### config.mk
export PLATFORM = sky130hd
export DESIGN_NAME = board_input_conditioner
export DESIGN_NICKNAME = d
export VERILOG_FILES = /design/src/rtl/board_io_pkg.sv /design/src/rtl/key_debounce_cell.sv /design/src/rtl/board_input_conditioner.sv
export SDC_FILE = /design/constraint.sdc
export NUM_CORES = 1
export LEC_CHECK = 0
export CORE_MARGIN = 1.5
export CORE_UTILIZATION = 60
export CTS_CLUSTER_DIAMETER = 30
export DETAILED_ROUTE_END_ITERATION = 7
export GPL_TIMING_DRIVEN = 0
export PLACE_DENSITY = 0.79
export SLEW_MARGIN = 20
export SYNTH_ARGS = -nofsm -noshare
export SYNTH_HDL_FRONTEND = slang
export SYNTH_SLANG_ARGS = --single-unit
### constraint.sdc
create_clock -name clk -period 4.9 [get_ports clk]
set_input_delay 1.225 -clock clk [delete_from_list [all_inputs] [get_ports clk]]
set_output_delay 1.225 -clock clk [all_outputs]
set_load 0.02 [all_outputs]
### src/rtl/board_io_pkg.sv
// Shared constants and types for the board input conditioning path.
// Defaults assume a 50 MHz system clock.
package board_io_pkg;

   localparam int DEBOUNCE_DEFAULT = 1000000;
   localparam int LONG_DEFAULT     = 50000000;
   localparam int SAMPLE_DEFAULT   = 500000;

   localparam logic KEY_PRESSED = 1'b1;

   typedef enum logic [1:0] {
      LP_IDLE,
      LP_HOLD,
      LP_FIRED
   } lp_state_t;

endpackage

### src/rtl/key_debounce_cell.sv
// One push-button: 2-FF sync, debounce counter, long-press FSM.
// Emits the clean level plus press/release/long single-cycle pulses.
module key_debounce_cell
   import board_io_pkg::*;
#(
   parameter int DEBOUNCE_CYCLES = DEBOUNCE_DEFAULT,
   parameter int LONG_CYCLES     = LONG_DEFAULT
) (
   input  logic clk,
   input  logic reset,
   input  logic key_n,
   output logic level,
   output logic rise,
   output logic fall,
   output logic long_hit
);

   localparam int DW = $clog2(DEBOUNCE_CYCLES + 1);
   localparam int LW = $clog2(LONG_CYCLES + 1);
   localparam logic [DW-1:0] DB_LAST = DW'(DEBOUNCE_CYCLES - 1);
   localparam logic [LW-1:0] LP_LAST = LW'(LONG_CYCLES - 1);

   logic          meta;
   logic          sync;
   logic [DW-1:0] cnt;
   logic          accept;
   logic          press_evt;
   logic          rel_evt;

   lp_state_t     state;
   lp_state_t     state_nx;
   logic [LW-1:0] hold;
   logic [LW-1:0] hold_nx;
   logic          long_nx;

   assign accept    = (sync != level) && (cnt == DB_LAST);
   assign press_evt = accept && (sync == KEY_PRESSED);
   assign rel_evt   = accept && (sync != KEY_PRESSED);

   // stored in pressed polarity so a cleared sync stage reads as released
   always_ff @(posedge clk or negedge reset) begin
      if (!reset) begin
         meta  <= 1'b0;
         sync  <= 1'b0;
         cnt   <= '0;
         level <= 1'b0;
         rise  <= 1'b0;
         fall  <= 1'b0;
      end else begin
         meta <= ~key_n;
         sync <= meta;
         rise <= press_evt;
         fall <= rel_evt;
         if (sync == level || accept) cnt <= '0;
         else                         cnt <= cnt + DW'(1);
         if (accept) level <= sync;
      end
   end

   always_ff @(posedge clk or negedge reset) begin
      if (!reset) begin
         state    <= LP_IDLE;
         hold     <= '0;
         long_hit <= 1'b0;
      end else begin
         state    <= state_nx;
         hold     <= hold_nx;
         long_hit <= long_nx;
      end
   end

   // a release on the threshold cycle suppresses the long pulse
   always_comb begin
      state_nx = state;
      hold_nx  = hold;
      long_nx  = 1'b0;
      unique case (state)
         LP_IDLE: begin
            if (press_evt) begin
               state_nx = LP_HOLD;
               hold_nx  = '0;
            end
         end
         LP_HOLD: begin
            if (rel_evt) begin
               state_nx = LP_IDLE;
            end else if (hold == LP_LAST) begin
               long_nx  = 1'b1;
               state_nx = LP_FIRED;
            end else begin
               hold_nx = hold + LW'(1);
            end
         end
         LP_FIRED: begin
            if (rel_evt) state_nx = LP_IDLE;
         end
         default: state_nx = LP_IDLE;
      endcase
   end

endmodule

### src/rtl/board_input_conditioner.sv
// Board pin conditioner: per-key debounce cells plus a sampled
// switch path with a shared prescaler and two-sample agreement.
module board_input_conditioner
   import board_io_pkg::*;
#(
   parameter int N_KEYS          = 4,
   parameter int N_SW            = 18,
   parameter int DEBOUNCE_CYCLES = DEBOUNCE_DEFAULT,
   parameter int LONG_CYCLES     = LONG_DEFAULT,
   parameter int SW_SAMPLE       = SAMPLE_DEFAULT
) (
   input  logic              clk,
   input  logic              reset,
   input  logic [N_KEYS-1:0] key_n,
   input  logic [N_SW-1:0]   sw,
   output logic [N_KEYS-1:0] key_level,
   output logic [N_KEYS-1:0] key_press,
   output logic [N_KEYS-1:0] key_release,
   output logic [N_KEYS-1:0] key_long,
   output logic [N_SW-1:0]   sw_level,
   output logic [N_SW-1:0]   sw_change
);

   localparam int PW = (SW_SAMPLE > 1) ? $clog2(SW_SAMPLE) : 1;
   localparam logic [PW-1:0] PRE_LAST = PW'(SW_SAMPLE - 1);

   for (genvar g = 0; g < N_KEYS; g++) begin : g_key
      key_debounce_cell #(
         .DEBOUNCE_CYCLES (DEBOUNCE_CYCLES),
         .LONG_CYCLES     (LONG_CYCLES)
      ) u_cell (
         .clk      (clk),
         .reset    (reset),
         .key_n    (key_n[g]),
         .level    (key_level[g]),
         .rise     (key_press[g]),
         .fall     (key_release[g]),
         .long_hit (key_long[g])
      );
   end

   logic [PW-1:0]   pre;
   logic            tick;
   logic [N_SW-1:0] sw_meta;
   logic [N_SW-1:0] sw_sync;
   logic [N_SW-1:0] sw_samp;
   logic [N_SW-1:0] sw_flip;
   logic            sw_seen;
   logic            sw_primed;

   assign tick    = (pre == PRE_LAST);
   assign sw_flip = ~(sw_sync ^ sw_samp) & (sw_sync ^ sw_level);

   // first two ticks load the level silently so power-up state is not an event
   always_ff @(posedge clk or negedge reset) begin
      if (!reset) begin
         pre       <= '0;
         sw_meta   <= '0;
         sw_sync   <= '0;
         sw_samp   <= '0;
         sw_level  <= '0;
         sw_change <= '0;
         sw_seen   <= 1'b0;
         sw_primed <= 1'b0;
      end else begin
         sw_meta   <= sw;
         sw_sync   <= sw_meta;
         pre       <= tick ? '0 : pre + PW'(1);
         sw_change <= '0;
         if (tick) begin
            sw_samp <= sw_sync;
            if (!sw_primed) begin
               sw_level  <= sw_sync;
               sw_seen   <= 1'b1;
               sw_primed <= sw_seen;
            end else begin
               sw_level  <= sw_level ^ sw_flip;
               sw_change <= sw_flip;
            end
         end
      end
   end

endmodule
==> impl_metrics.toml <==
[floorplanning]
coreArea_um2 = 25300
std_cell_rows = 58
die_w_um = 164
dieArea_um2 = 27000
initial_core_util = 0.615
num_io_pins = 76
die_h_um = 164

[yosys]
netlist.top_cell.by_area = "dfrtp_1"
syn_area_per_cell_um2 = 9.55
ys_seq_area_frac = 0.525
synth_ff_type = "dfrtp_1"
synthCells = 1633
yosysWarnings = 0
synth_edf_count = 0
synth_area_um2 = 15600
ys_types = 76
synth.most_common_cell = "dfrtp_1"
synth_common_cells = "dfrtp_1, nand2_1, nor2_1, nand3_1, a21oi_1"
synth.top_cells.by_area = "dfrtp_1, nand2_1, nor2_1"
syn_nets = 1666
ys_async_sr_fraction = 1.00
synth_seq_cells = 327
yosysTopAreaCellShare = 0.525

[cts]
cts_sinks = 327
postCtsHoldBufs = 0
htreeDepth = 3
clockBufferDepth = 3
cts_tree = "built"
cts_resized = 0
root_buffer = "clkbuf_16"
path_clk_slew_ps = 40
cts_setup_buffers = 0
cts_buffers = 66
clk_latency_ps = 560

[status]
outcome = "completed"

[global_route]
grt_max_degree = 99
grt_antenna_before_repair = 0
overflow = 0
grt_usage = 0.288
grt_first_pass_wirelength_mm = 62.8
grt_pass1_vias = 13000

[drt]
drt-vias-per-instance = 6.08
drt_iter0_markers = 1192
drc_errors = 0
routedWlPerCell_um = 17.3
dr.pass1.iters = 6
wirelength_mm = 37.3
drtAntennaViolNets = 0
via_count = 13100

[final_layout]
drive_above_1_share = 0.0979
fin_util = 0.761
fin_area_um2 = 19300
fin_cells = 2159
n_antenna_cell = 0
multi_input_area_um2 = 6910
nets = 1812
nFillCells = 1696
final-seq-area_um2 = 8180
syn_to_final_growth_pct = 23.6

[setup_path]
crit_chain = "buf_4 > clkdlybuf4s50_1"
reg2reg_from = "g_key[3].u_cell.cnt[0]$_DFF_PN0_"
critPathLaunch = "g_key[1].u_cell.level$_DFFE_PN0N_"
critPathMaxStageDelay_ps = 590
endpoint_kind = "output port"
critPathBufInv = 2
cp.required_ps = 3670
critPathMaxFanout = 7
crit_family = "buffers and inverters"
cp_data_arrival_time_ps = 1770
critPathSlowestCell = "clkdlybuf4s50_1"
critPathLaunchType = "register"
worstSetupPathType = "register to output port"

[power]
pwr-share-seq = 0.357
switching_share = 0.206
clockPowerShare = 0.628
power.leakage_nw = 8.66
internal_power_mw = 6.14
ir_drop_mv = 0.379
p_comb_frac = 0.015
power_mw = 7.73
power_density_nw_per_um2 = 401
power.switching_mw = 1.59

[place]
dp_hpwl_mm = 22.7
dp_slack_ps = 1990
portBuffers = 75
gp_congestion = 0.918
dpl_cell_area_um2 = 16800
post-place-cells = 2041

[timing]
period_needed_ps = 2990
tns_ps = 0
skew_ps = 24.2
hold_viol = 0
setup_violations = 0
slew_headroom = 0.509
tightestPinTransition_ps = 734
min_period_over_period = 0.611
slew_violations = 0
worst_slack_ps = 1910
hold-worst-slack_ps = 343
grt_setup_unrepaired = "false"
fmax_mhz = 334

[hold_path]
min_from = "g_key[1].u_cell.meta$_DFF_PN0_"
hold_path_class = "register to register"

[flow_run]
maxCapViolations = 0
-- registers in the layout (all words and copies together), names as in the netlist, 8 cells and up, named ones only --
register / count
pre: 19
sw_meta: 18
sw_samp: 18
g_key.u_cell.state: 8
sw_sync: 18
g_key.u_cell.hold: 104
sw_change: 18
g_key.u_cell.cnt: 80
-- power groups by stage --
stage          Clock [mW]  Combinational [mW]  Sequential (mW)
2_1_floorplan           0              0.0276             2.79
3_3_place_gp            0               0.107             2.80
3_5_place_dp            0               0.118             2.80
4_1_cts              4.91               0.120             2.76
5_1_grt              5.04               0.134             2.76
6_report             4.85               0.116             2.76
-- placed cells by master, fill, tap and decap left out, types with 9 or more instances in the layout --
| cell | count |
|---|---|
| nor4b_1 | 12 |
| nand3_1 | 98 |
| ha_1 | 9 |
| dfrtp_1 | 327 |
| clkbuf_16 | 68 |
| a21oi_1 | 74 |
| nor4_1 | 15 |
| o22ai_1 | 18 |
| buf_2 | 15 |
| nand4_1 | 52 |
| xor2_1 | 48 |
| a31oi_1 | 17 |
| mux2i_1 | 20 |
| nand2b_1 | 10 |
| or3_1 | 18 |
| inv_1 | 32 |
| and3_1 | 48 |
| nor2b_1 | 25 |
| buf_4 | 17 |
| o21ai_0 | 38 |
| clkdlybuf4s50_1 | 74 |
| nand2_1 | 220 |
| and2_1 | 9 |
| nor3_1 | 62 |
| and4_1 | 15 |
| or4_1 | 12 |
| nor2_1 | 220 |
| xnor2_1 | 37 |
| bufinv_16 | 13 |
| a211o_1 | 11 |
| clkbuf_1 | 35 |
| clkbuf_8 | 9 |
-- worst reg2reg max path, stage by stage (launching register included) --
cell and delay [ps]:
dfrtp_1 410, ha_1 260, and3_1 180, and3_1 180, clkbuf_1 170, and4_1 250
buf_6 140, nor3_4 400, buf_6 210, buf_2 240, a31oi_1 130, a31oi_1 140
-- routing by layer --
metal	global-route usage	vias to the layer above	routed length [um]	share of wire
li1	-	6111	-	-
met1	0.386	6417	16100	0.43
met2	0.470	499	18100	0.48
met3	0.0470	97	2260	0.061
met4	0.114	0	953	0.026
met5	0	-	0	0
-- logic make-up after synthesis --
kind of cell	share of synthesized area
simple gates	0.279
compound gates	0.0947
fa+ha+maj	0.00722
buf+inv	0.0315
flops	0.525
mux	0.0150
xor+xnor	0.0478
-- path summary, 6_finish.rpt --
path                                                   endpoint  slack (ps)  cells after the start
setup / recovery                                   key_level[1]        1910                      2
hold / removal                   g_key[1].u_cell.sync$_DFF_PN0_         340                      0
max in group asynchronous  g_key[0].u_cell.hold[18]$_DFFE_PN0P_        2670                      4
hold reg to reg                  g_key[1].u_cell.sync$_DFF_PN0_         340                      0
min in group asynchronous                sw_samp[2]$_DFFE_PN0N_         570                      1
setup reg to reg           g_key[3].u_cell.hold[20]$_DFFE_PN0P_        2110                     11
-- layout make-up --
| class | count | share of cell area |
|---|---|---|
| multi-input combinational | 1207 | 0.359 |
| clock inverter | 33 | 0.0295 |
| sequential | 327 | 0.425 |
| inverter | 34 | 0.00663 |
| timing repair buffer | 78 | 0.0435 |
| clock buffer | 85 | 0.0963 |
| buffer | 65 | 0.0189 |
| tap | 330 | 0.0214 |
Note: power is estimated with default switching activity, not from simulation.
==> RTL change, RTL diff (same settings) <==
`DEBOUNCE_DEFAULT`: 1000000 -> 2000000.
--- a/src/rtl/board_io_pkg.sv
+++ b/src/rtl/board_io_pkg.sv
@@ -2,7 +2,7 @@
 // Defaults assume a 50 MHz system clock.
 package board_io_pkg;
 
-   localparam int DEBOUNCE_DEFAULT = 1000000;
+   localparam int DEBOUNCE_DEFAULT = 2000000;
    localparam int LONG_DEFAULT     = 50000000;
    localparam int SAMPLE_DEFAULT   = 500000;
 
Behaviour: no difference found for any inputs over 10 cycles, from zero or initial values and one cycle with reset low; that may be too few to reach the edited logic, so the function may still have changed.
==> RTL change against the unedited design <==
  * Sequential cell count rose by 4
  * Design area barely moved
  * Area after synthesis increased by 0.19%
  * Critical path depth stayed put
  * Maximum frequency increased by 0.38%
  * Routed wire length decreased by 2.2%
  * Setup slack better by 0.011 ns
  * Power decreased by 0.63%
  * Critical path type unchanged
==> RTL change: results (changes against the unedited design) <==
Timing
  – Hold slack: 0.344 ns (was 0.343 ns)
  – Clock skew: 0.0216 ns (was 0.0242 ns)
  – Slew HR: 40.5% (was 50.9%)

Finish
  – Final nets: 1835 (was 1812)
  – Number of filler cells placed in the layout: 1709 (was 1696)
  – Layout cells sized above 1: 8.70% (was 9.79%)
  – Largest regs: g_key.u_cell.hold: 104 flops, g_key.u_cell.cnt: 84 flops, pre: 19 flops (was g_key.u_cell.hold: 104 flops, g_key.u_cell.cnt: 80 flops, pre: 19 flops)

Logic synthesis
  – Syn Nets: 1687 (was 1666)
  – Synth cell types: 68 (was 76)
  – Sequential share of the synthesized area: 53.0% (was 52.5%)
  – Most frequent cells after synthesis: 331 x dfrtp_1, 237 x nand2_1, 215 x nor2_1 (was 327 x dfrtp_1, 220 x nand2_1, 220 x nor2_1)

Detailed routing
  – WL met2: 17800 um (was 18100 um)
  – Starting DRT DRC Count: 1236 (was 1192)
  – WL met3: 1890 um (was 2260 um)

Critical path
  – Internal reg-to-reg setup slack: 1.92 ns (was 2.11 ns)
  – Crit path largest cell delay: 0.61 ns (was 0.59 ns)
  – Worst reg2reg path endpoint: sw_samp[14]$_DFFE_PN0N_ (was g_key[3].u_cell.hold[20]$_DFFE_PN0P_)

Global route
  – Met3 Use GR: 4.19% (was 4.70%)
  – Largest net degree at the start of global routing: 91 (was 99)
  – GRT met2 Usage: 46.3% (was 47.0%)

Status
  – Outcome: complete, no violations (unchanged)

Clocking
  – Total CTS buffers: 68 (was 66)
  – Worst skew pair latency: 0.54 ns (was 0.56 ns)

Power
  – Worst VDD drop: 400 uV (was 379 uV)

Hold path
  – HP Start: sw_meta[16]$_DFF_PN0_ (was g_key[1].u_cell.meta$_DFF_PN0_)
==> RTL change: cell count changes in the layout (fill, tap and decap cells not counted), moves of 13 or more <==
cell | before | now
a21oi_1 | 74 | 55
a22o_1 | 5 | 19
a31oi_1 | 17 | 45
and2_1 | 9 | 22
clkbuf_1 | 35 | 48
mux2i_1 | 20 | 6
nand2_1 | 220 | 237
nand3_1 | 98 | 126
nor2b_1 | 25 | 8
nor3_1 | 62 | 44
o21ai_0 | 38 | 74
o22ai_1 | 18 | 1
==> RTL change: final cells by class <==
class,count,area (um2),area share (%)
clock buffer,85,1910,9.91
clock inverter,34,488,2.53
buffer,68,334,1.73
sequential,331,8280,43.0
inverter,31,116,0.604
tap,330,413,2.14
multi-input combinational,1224,6880,35.7
timing repair buffer,78,838,4.35
==> RTL change: worst max-delay path by stage <==
| stage | cells past startpoint | slack, ns | startpoint | end |
|---|---|---|---|---|
| after CTS | 2 | 1.89 | g_key[3].u_cell.level$_DFFE_PN0N_ | key_level[3] |
| after detailed placement | 8 | 2.07 | pre[7]$_DFF_PN0_ | sw_samp[10]$_DFFE_PN0N_ |
| after global routing | 8 | 1.73 | pre[7]$_DFF_PN0_ | sw_samp[14]$_DFFE_PN0N_ |
| after global placement | 1 | -11.50 | reset | g_key[3].u_cell.cnt[14]$_DFF_PN0_ |
| after floorplan | 6 | 2.47 | g_key[1].u_cell.cnt[13]$_DFF_PN0_ | g_key[1].u_cell.hold[11]$_DFFE_PN0P_ |
| final | 2 | 1.92 | g_key[3].u_cell.level$_DFFE_PN0N_ | key_level[3] |
==> RTL change: per-stage QoR <==
stage / std cells / power, W / setup slack, ns / area [um2]
3_5_place_dp: 2062 / 0.00295 / 2.07 / 16900
3_3_place_gp: 2059 / 0.00294 / -11.50 / 16800
2_1_floorplan: 1654 / 0.00285 / 2.47 / 15600
4_1_cts: 2181 / 0.00775 / 1.89 / 19300
5_1_grt: 2181 / 0.00791 / 1.73 / 19300
6_report: 2181 / 0.00768 / 1.92 / 19300
==> RTL change: cell families after synthesis <==
kind of cell	Yosys count	synth area share (%)
AO/OA/AOI/OAI	255	10.5
flip-flops	331	53.0
adder cells (fa/ha/maj)	9	0.721
buffers and inverters	99	2.88
multiplexers	7	0.457
XOR/XNOR	97	5.44
AND/OR/NAND/NOR	856	27.0
==> RTL change: worst reg2reg max path, cell delays in order (launching register included) <==
cell and delay (ns):
dfrtp_1 0.44, nor4b_1 0.43, nand2_1 0.16, nor3_1 0.21, clkbuf_1 0.46, clkbuf_1 0.48
buf_1 0.48, nand2_1 0.13, nand2_1 0.09
==> RTL change: report_power, final <==
group | internal [W] | total, W | switching [W]
combinational | 0.0000355 | 0.000113 | 0.0000772
sequential | 0.00277 | 0.00279 | 0.0000249
clock | 0.00329 | 0.00477 | 0.00148
total | 0.00609 | 0.00768 | 0.00158
